[src/rtl/risc_v_mike_imem_load_arbiter.sv]
// Single-port instruction memory arbiter: the core fetch port reads while idle,
// and a program-load session streams words into memory while the core is stalled.
module risc_v_mike_imem_load_arbiter #(
    parameter int ADDR_W    = 32,
    parameter int DATA_W    = 32,
    parameter int MEM_DEPTH = 1024,
    parameter int LEN_W     = 16
) (
    input  logic              clk,
    input  logic              rst,
    input  logic              fetch_req,
    input  logic [ADDR_W-1:0] fetch_addr,
    output logic              fetch_gnt,
    output logic              fetch_rvalid,
    output logic [DATA_W-1:0] fetch_rdata,
    output logic              fetch_misalign,
    output logic              core_stall,
    input  logic              load_start,
    input  logic [ADDR_W-1:0] load_base,
    input  logic [LEN_W-1:0]  load_len,
    input  logic              load_valid,
    input  logic [DATA_W-1:0] load_data,
    output logic              load_ready,
    output logic              load_busy,
    output logic              load_done,
    output logic              load_err,
    output logic [ADDR_W-1:0] mem_addr,
    output logic              mem_we,
    output logic [DATA_W-1:0] mem_wdata,
    input  logic [DATA_W-1:0] mem_rdata
);

    typedef enum logic [1:0] {
        ST_IDLE = 2'd0,
        ST_LOAD = 2'd1,
        ST_DONE = 2'd2
    } state_t;

    localparam logic [ADDR_W:0] DEPTH_WORDS = (ADDR_W + 1)'(MEM_DEPTH);

    state_t              state_q, state_d;
    logic [ADDR_W-1:0]   base_q, base_d;
    logic [LEN_W-1:0]    len_q, len_d;
    logic [LEN_W:0]      cnt_q, cnt_d;
    logic                err_q, err_d;
    logic                done_q, done_d;
    logic                busy_q, busy_d;
    logic                rvalid_q, rvalid_d;
    logic                mis_q, mis_d;
    logic [DATA_W-1:0]   hold_q, hold_d;

    logic                gnt_s;
    logic                accept_s;
    logic                last_s;
    logic                bad_base_s;
    logic                range_s;
    logic [ADDR_W:0]     end_idx_s;
    logic [ADDR_W-1:0]   wr_addr_s;
    logic [DATA_W-1:0]   ret_data_s;

    // Grant, stall and session-start decode
    always_comb begin
        gnt_s      = fetch_req & (state_q == ST_IDLE);
        accept_s   = (state_q == ST_LOAD) & load_valid;
        last_s     = ((cnt_q + (LEN_W + 1)'(1)) == {1'b0, len_q});
        bad_base_s = (load_base[1:0] != 2'b00);
        // One extra bit keeps base+len from wrapping past the top of the address space
        end_idx_s  = {1'b0, 2'b00, load_base[ADDR_W-1:2]} + (ADDR_W + 1)'(load_len);
        range_s    = (end_idx_s > DEPTH_WORDS);
        wr_addr_s  = base_q + ADDR_W'({cnt_q, 2'b00});
    end

    // Memory port mux: loader writes during an accept, otherwise the fetch address drives reads
    always_comb begin
        if (accept_s) begin
            mem_addr = wr_addr_s;
            mem_we   = 1'b1;
        end else begin
            mem_addr = fetch_addr;
            mem_we   = 1'b0;
        end
        mem_wdata = load_data;
    end

    // Returned instruction word: zero for misaligned fetches, held between returns
    always_comb begin
        if (rvalid_q) begin
            if (mis_q) begin
                ret_data_s = {DATA_W{1'b0}};
            end else begin
                ret_data_s = mem_rdata;
            end
        end else begin
            ret_data_s = hold_q;
        end
    end

    // Next-state logic for the session sequencer and the fetch return pipeline
    always_comb begin
        state_d  = state_q;
        base_d   = base_q;
        len_d    = len_q;
        cnt_d    = cnt_q;
        err_d    = err_q;
        done_d   = 1'b0;
        busy_d   = 1'b0;
        rvalid_d = gnt_s;
        mis_d    = gnt_s & (fetch_addr[1:0] != 2'b00);
        hold_d   = ret_data_s;
        case (state_q)
            ST_IDLE: begin
                if (load_start) begin
                    if (bad_base_s || range_s) begin
                        err_d   = 1'b1;
                        done_d  = 1'b1;
                        state_d = ST_DONE;
                    end else if (load_len == {LEN_W{1'b0}}) begin
                        err_d   = 1'b0;
                        done_d  = 1'b1;
                        state_d = ST_DONE;
                    end else begin
                        err_d   = 1'b0;
                        base_d  = load_base;
                        len_d   = load_len;
                        cnt_d   = {(LEN_W + 1){1'b0}};
                        busy_d  = 1'b1;
                        state_d = ST_LOAD;
                    end
                end else begin
                    state_d = ST_IDLE;
                end
            end
            ST_LOAD: begin
                busy_d = 1'b1;
                if (accept_s) begin
                    cnt_d = cnt_q + (LEN_W + 1)'(1);
                    if (last_s) begin
                        busy_d  = 1'b0;
                        done_d  = 1'b1;
                        state_d = ST_DONE;
                    end else begin
                        state_d = ST_LOAD;
                    end
                end else begin
                    state_d = ST_LOAD;
                end
            end
            ST_DONE: begin
                state_d = ST_IDLE;
            end
            default: begin
                state_d = ST_IDLE;
            end
        endcase
    end

    // State and registered outputs
    always_ff @(posedge clk or posedge rst) begin
        if (rst) begin
            state_q  <= ST_IDLE;
            base_q   <= {ADDR_W{1'b0}};
            len_q    <= {LEN_W{1'b0}};
            cnt_q    <= {(LEN_W + 1){1'b0}};
            err_q    <= 1'b0;
            done_q   <= 1'b0;
            busy_q   <= 1'b0;
            rvalid_q <= 1'b0;
            mis_q    <= 1'b0;
            hold_q   <= {DATA_W{1'b0}};
        end else begin
            state_q  <= state_d;
            base_q   <= base_d;
            len_q    <= len_d;
            cnt_q    <= cnt_d;
            err_q    <= err_d;
            done_q   <= done_d;
            busy_q   <= busy_d;
            rvalid_q <= rvalid_d;
            mis_q    <= mis_d;
            hold_q   <= hold_d;
        end
    end

    assign fetch_gnt      = gnt_s;
    assign core_stall     = (state_q != ST_IDLE) | (fetch_req & ~gnt_s);
    assign fetch_rvalid   = rvalid_q;
    assign fetch_misalign = mis_q;
    assign fetch_rdata    = ret_data_s;
    assign load_ready     = busy_q;
    assign load_busy      = busy_q;
    assign load_done      = done_q;
    assign load_err       = err_q;

endmodule

[config.mk]
export PLATFORM = sky130hd
export DESIGN_NAME = risc_v_mike_imem_load_arbiter
export DESIGN_NICKNAME = d
export VERILOG_FILES = /design/src/rtl/risc_v_mike_imem_load_arbiter.sv
export SDC_FILE = /design/constraint.sdc
export NUM_CORES = 1
export LEC_CHECK = 0
export ABC_CLOCK_PERIOD_IN_PS = 5500
export CELL_PAD_IN_SITES_DETAIL_PLACEMENT = 0
export CELL_PAD_IN_SITES_GLOBAL_PLACEMENT = 2
export CORE_MARGIN = 3
export CORE_UTILIZATION = 28
export CTS_BUF_LIST = sky130_fd_sc_hd__clkbuf_4 sky130_fd_sc_hd__clkbuf_8
export DETAILED_ROUTE_END_ITERATION = 10
export GPL_TIMING_DRIVEN = 0
export PLACE_DENSITY = 0.92
export SYNTH_ARGS = -nofsm -noshare
export SYNTH_HDL_FRONTEND = slang
export SYNTH_SLANG_ARGS = --single-unit
[constraint.sdc]
create_clock -name clk -period 5.5 [get_ports clk]
set_clock_uncertainty 0.15 [all_clocks]
set_input_delay 1.65 -clock clk [delete_from_list [all_inputs] [get_ports clk]]
set_output_delay 1.65 -clock clk [all_outputs]
set_load 0.02 [all_outputs]
==> flow_summary.toml <==
[global_route]
grt_pass1_wl_mm = 40.9
grt_max_degree = 72
antenna_found_initial = 0
first_global_vias = 7456
grt_overflow = 0
track_usage_pct = 16.2

[placed_design]
place.gp.congestion = 0.890
place_ws_ns = -0.926
hpwl_mm = 20.7
io_buffers = 219
dp_cells = 1552

[hold_path]
holdPathEnd = "base_q[1]$_DFFE_PP0P_"
hp-start = "base_q[1]$_DFFE_PP0P_"
hp-class = "reg -> reg"
min_delay_path_depth = 1

[setup_path]
reg2reg_slack_ns = 2.59
arrival_ns = 5.52
rr_startpoint = "cnt_q[0]$_DFFE_PP0P_"
path_cells = "clkdlybuf4s50_1, ha_1, buf_6, a211oi_2, or4_4, buf_6, mux2i_1, or3_1, a211o_1, nor4_4, nand4_4, or2_1, buf_6, buf_12, mux2_4"
path_common_cell = "buf_6"
path_class = "in -> reg"
worst-path-max-fanout = 10
reg2reg_depth = 9
critical_path_required_ns = 5.62
r2r_end = "load_busy$_DFF_PP0_"
cp_slowest_stage_delay_ns = 0.52
cp_top_family = "simple AND/OR/NAND/NOR gates"
cp_slowest_cell = "clkdlybuf4s50_1"
start_kind = "input port"
end_kind = "flip-flop"
cp_num_buf_inv = 5

[sta]
max-slew-margin-rel_pct = 52.5
rsz0062_at_grt = "yes"
period_share_pct = 98.2
setup_viol = 0
fin_crit_ns = 5.40
whs_ns = 0.342
fin_ws_ns = 0.101
hold_viol_final = 0
fmax_ghz = 0.185
worst_pin_slew_ns = 0.707
report.final.slew_viol_count = 0

[drt]
drt-pass1-iter-count = 5
met3_length_mm = 1.25
wl_per_cell_um = 16.4
wl_met1_mm = 12.0
viasPerCell = 4.89
drt-initial-drc-count = 653
finalWirelength_mm = 25.8
maxUsedRoutingLayer = "met4"
drcViolationCount = 0
route.antenna.remaining_nets = 0
wl_met2_mm = 12.4
vias = 7692

[yosys]
ys.flop_type = "dfrtp_1"
synth.distinct_cells = 77
synth_edf_count = 0
synth_area_mm2 = 0.00818
async_flop_share_pct = 100
syn_avg_cell_area_um2 = 8.57
yosysSeqAreaShare_pct = 31.5
syn-num-nets = 1139
synth_seq_cells = 103
ys_warn_count = 0
syn_inst = 954

[final_layout]
nNetsFinal = 1375
drive_gt1_share_pct = 14.4
synthToLayoutAreaGrowth_pct = 37.1
utilization_pct = 39.6
num_antenna_cells = 0
instances_no_fill = 1573

[clock_network]
clk_latency_ns = 0.39
cts_buffer_depth = 2
clk_pin_slew_ns = 0.10
htree_levels = 3
clock-sinks = 103
cts_tree = "yes"
cts_made_buffers = 9
root_buffer = "clkbuf_8"

[floorplanning]
placement_rows = 61
start_util_pct = 28.9
die_w_um = 177
die_area_mm2 = 0.0313
io_pins = 254
core_area_mm2 = 0.0283
fp.dieH_um = 177

[pwr]
p_leak_nw = 5.00
ir_drop_mv = 0.0812
power_density_mw_per_mm2 = 167
finalPower_mw = 1.87

[job]
maxCapViolations = 0

[run_status]
outcome = "completed"
## through the flow
step	cell area [µm²]	setup TNS, ns
finish	11200	0
floorplan	8180	0
global route	11200	-0.0888
detailed placement	10900	-74.09
CTS	11200	0
global placement	10800	-144.94
## sequential cells by signal, summed over array words and instances, names as in the netlist
name / flops
state_q: 1
load_busy: 1
hold_q: 32
fetch_misalign: 1
load_err: 1
cnt_q: 17
base_q: 32
load_done: 1
len_q: 16
fetch_rvalid: 1
## layout by cell type (no fill, tap or decap), types with 9 or more instances in the layout
master           netlist  final
mux2_4                30     30
a21oi_1               26     25
clkbuf_1              26     21
dlygate4sd2_1          0     10
nor3_1                17     14
clkbuf_8               0      9
a31oi_1               15     14
o211ai_1              11     11
nor4_1                13     13
dfrtp_1              103    102
nand3_1               29     29
clkbuf_2               1      9
inv_1                 59     58
buf_2                 12     14
or2_2                  9      9
ha_1                  34     33
and2_1                19     19
o31ai_1               10     10
xor2_1                23     23
o21ai_0               95     93
clkdlybuf4s50_1        0    200
nand2_1              124    123
a21o_1                11     11
nor2_1                40     40
xnor2_1               36     36
nand4_1               22     22
and3_1                15     15
buf_4                 33     39
## cells by family after synthesis
logic type,share of synthesized area (%)
DFF,31.5
buffers and inverters,9.15
muxes,6.93
AOI/OAI and AO/OA,19.0
adders and majority gates,5.69
and+or+nand+nor,21.3
xor gates and xnor gates,6.32
## power breakdown
part / total (mW) / internal, mW / leakage, nW / switching, mW
clock network: 0.475 / 0.176 / 0.0943 / 0.299
logic: 0.599 / 0.278 / 3.56 / 0.321
registers: 0.800 / 0.790 / 1.35 / 0.00925
total: 1.87 / 1.24 / 5.00 / 0.630
## timing repair
action	in CTS	in global routing
endpoints found under the setup margin	93	80
pin swaps	7	3
resized for setup	40	33
setup buffers	5	1
hold endpoints to repair	0	0
hold buffers	0	0
## layout make-up
type,instances,area [µm²]
fill,2855,17100
multi-input combinational,710,4970
sequential,103,2580
timing repair buffer,226,2240
buffer,81,536
tap,378,473
inverter,59,224
clock buffer,9,124
clock inverter,7,65.1
## worst max-delay path by stage
stage	from	endpoint	slack, ns	cells after the start
after floorplan	load_base[2]	base_q[10]$_DFFE_PP0P_	0.23	13
after CTS	cnt_q[0]$_DFFE_PP0P_	mem_addr[22]	0.004	14
after detailed placement	load_base[2]	base_q[18]$_DFFE_PP0P_	-0.93	14
after global placement	load_valid	mem_addr[6]	-0.89	8
after global routing	cnt_q[0]$_DFFE_PP0P_	mem_addr[28]	-0.03	14
final	load_len[14]	base_q[15]$_DFFE_PP0P_	0.10	15
## layer usage
layer,track usage (%),vias to the layer above
met5,0,-
met4,2.91,0
met3,2.12,12
met2,26.9,213
met1,22.9,3616
li1,-,3851
## synthesized netlist by cell type (4+ instances only)
| library cell | number | area share [%] |
|---|---|---|
| mux2_2 | 5 | 0.69 |
| nor3_1 | 17 | 1.0 |
| a31oi_1 | 15 | 1.1 |
| a211oi_1 | 8 | 0.73 |
| buf_2 | 12 | 0.73 |
| and2_1 | 19 | 1.5 |
| buf_6 | 4 | 0.55 |
| nand3_1 | 29 | 1.8 |
| o21ai_0 | 95 | 5.8 |
| or3_1 | 7 | 0.54 |
| a2111oi_0 | 5 | 0.54 |
| a21oi_1 | 26 | 1.6 |
| o31ai_1 | 10 | 0.92 |
| mux2i_1 | 6 | 0.73 |
| ha_1 | 34 | 5.2 |
| o21ai_1 | 7 | 0.43 |
| mux2_4 | 30 | 5.5 |
| dfrtp_1 | 103 | 32 |
| a21o_1 | 11 | 1.0 |
| and3_1 | 15 | 1.1 |
| or4_1 | 7 | 0.64 |
| nand4_1 | 22 | 1.7 |
| o211ai_1 | 11 | 1.0 |
| or2_2 | 9 | 0.69 |
| nand2_1 | 124 | 5.7 |
| clkbuf_1 | 26 | 1.2 |
| o21a_1 | 6 | 0.55 |
| inv_1 | 59 | 2.7 |
| nor4b_1 | 5 | 0.54 |
| a31o_2 | 7 | 0.75 |
| nor2b_1 | 7 | 0.54 |
| a211o_1 | 5 | 0.54 |
| nor4_1 | 13 | 0.99 |
| xor2_1 | 23 | 2.5 |
| xnor2_1 | 36 | 3.9 |
| buf_4 | 33 | 3.0 |
| nor2_1 | 40 | 1.8 |
Note: power is estimated with default switching activity, not from simulation.
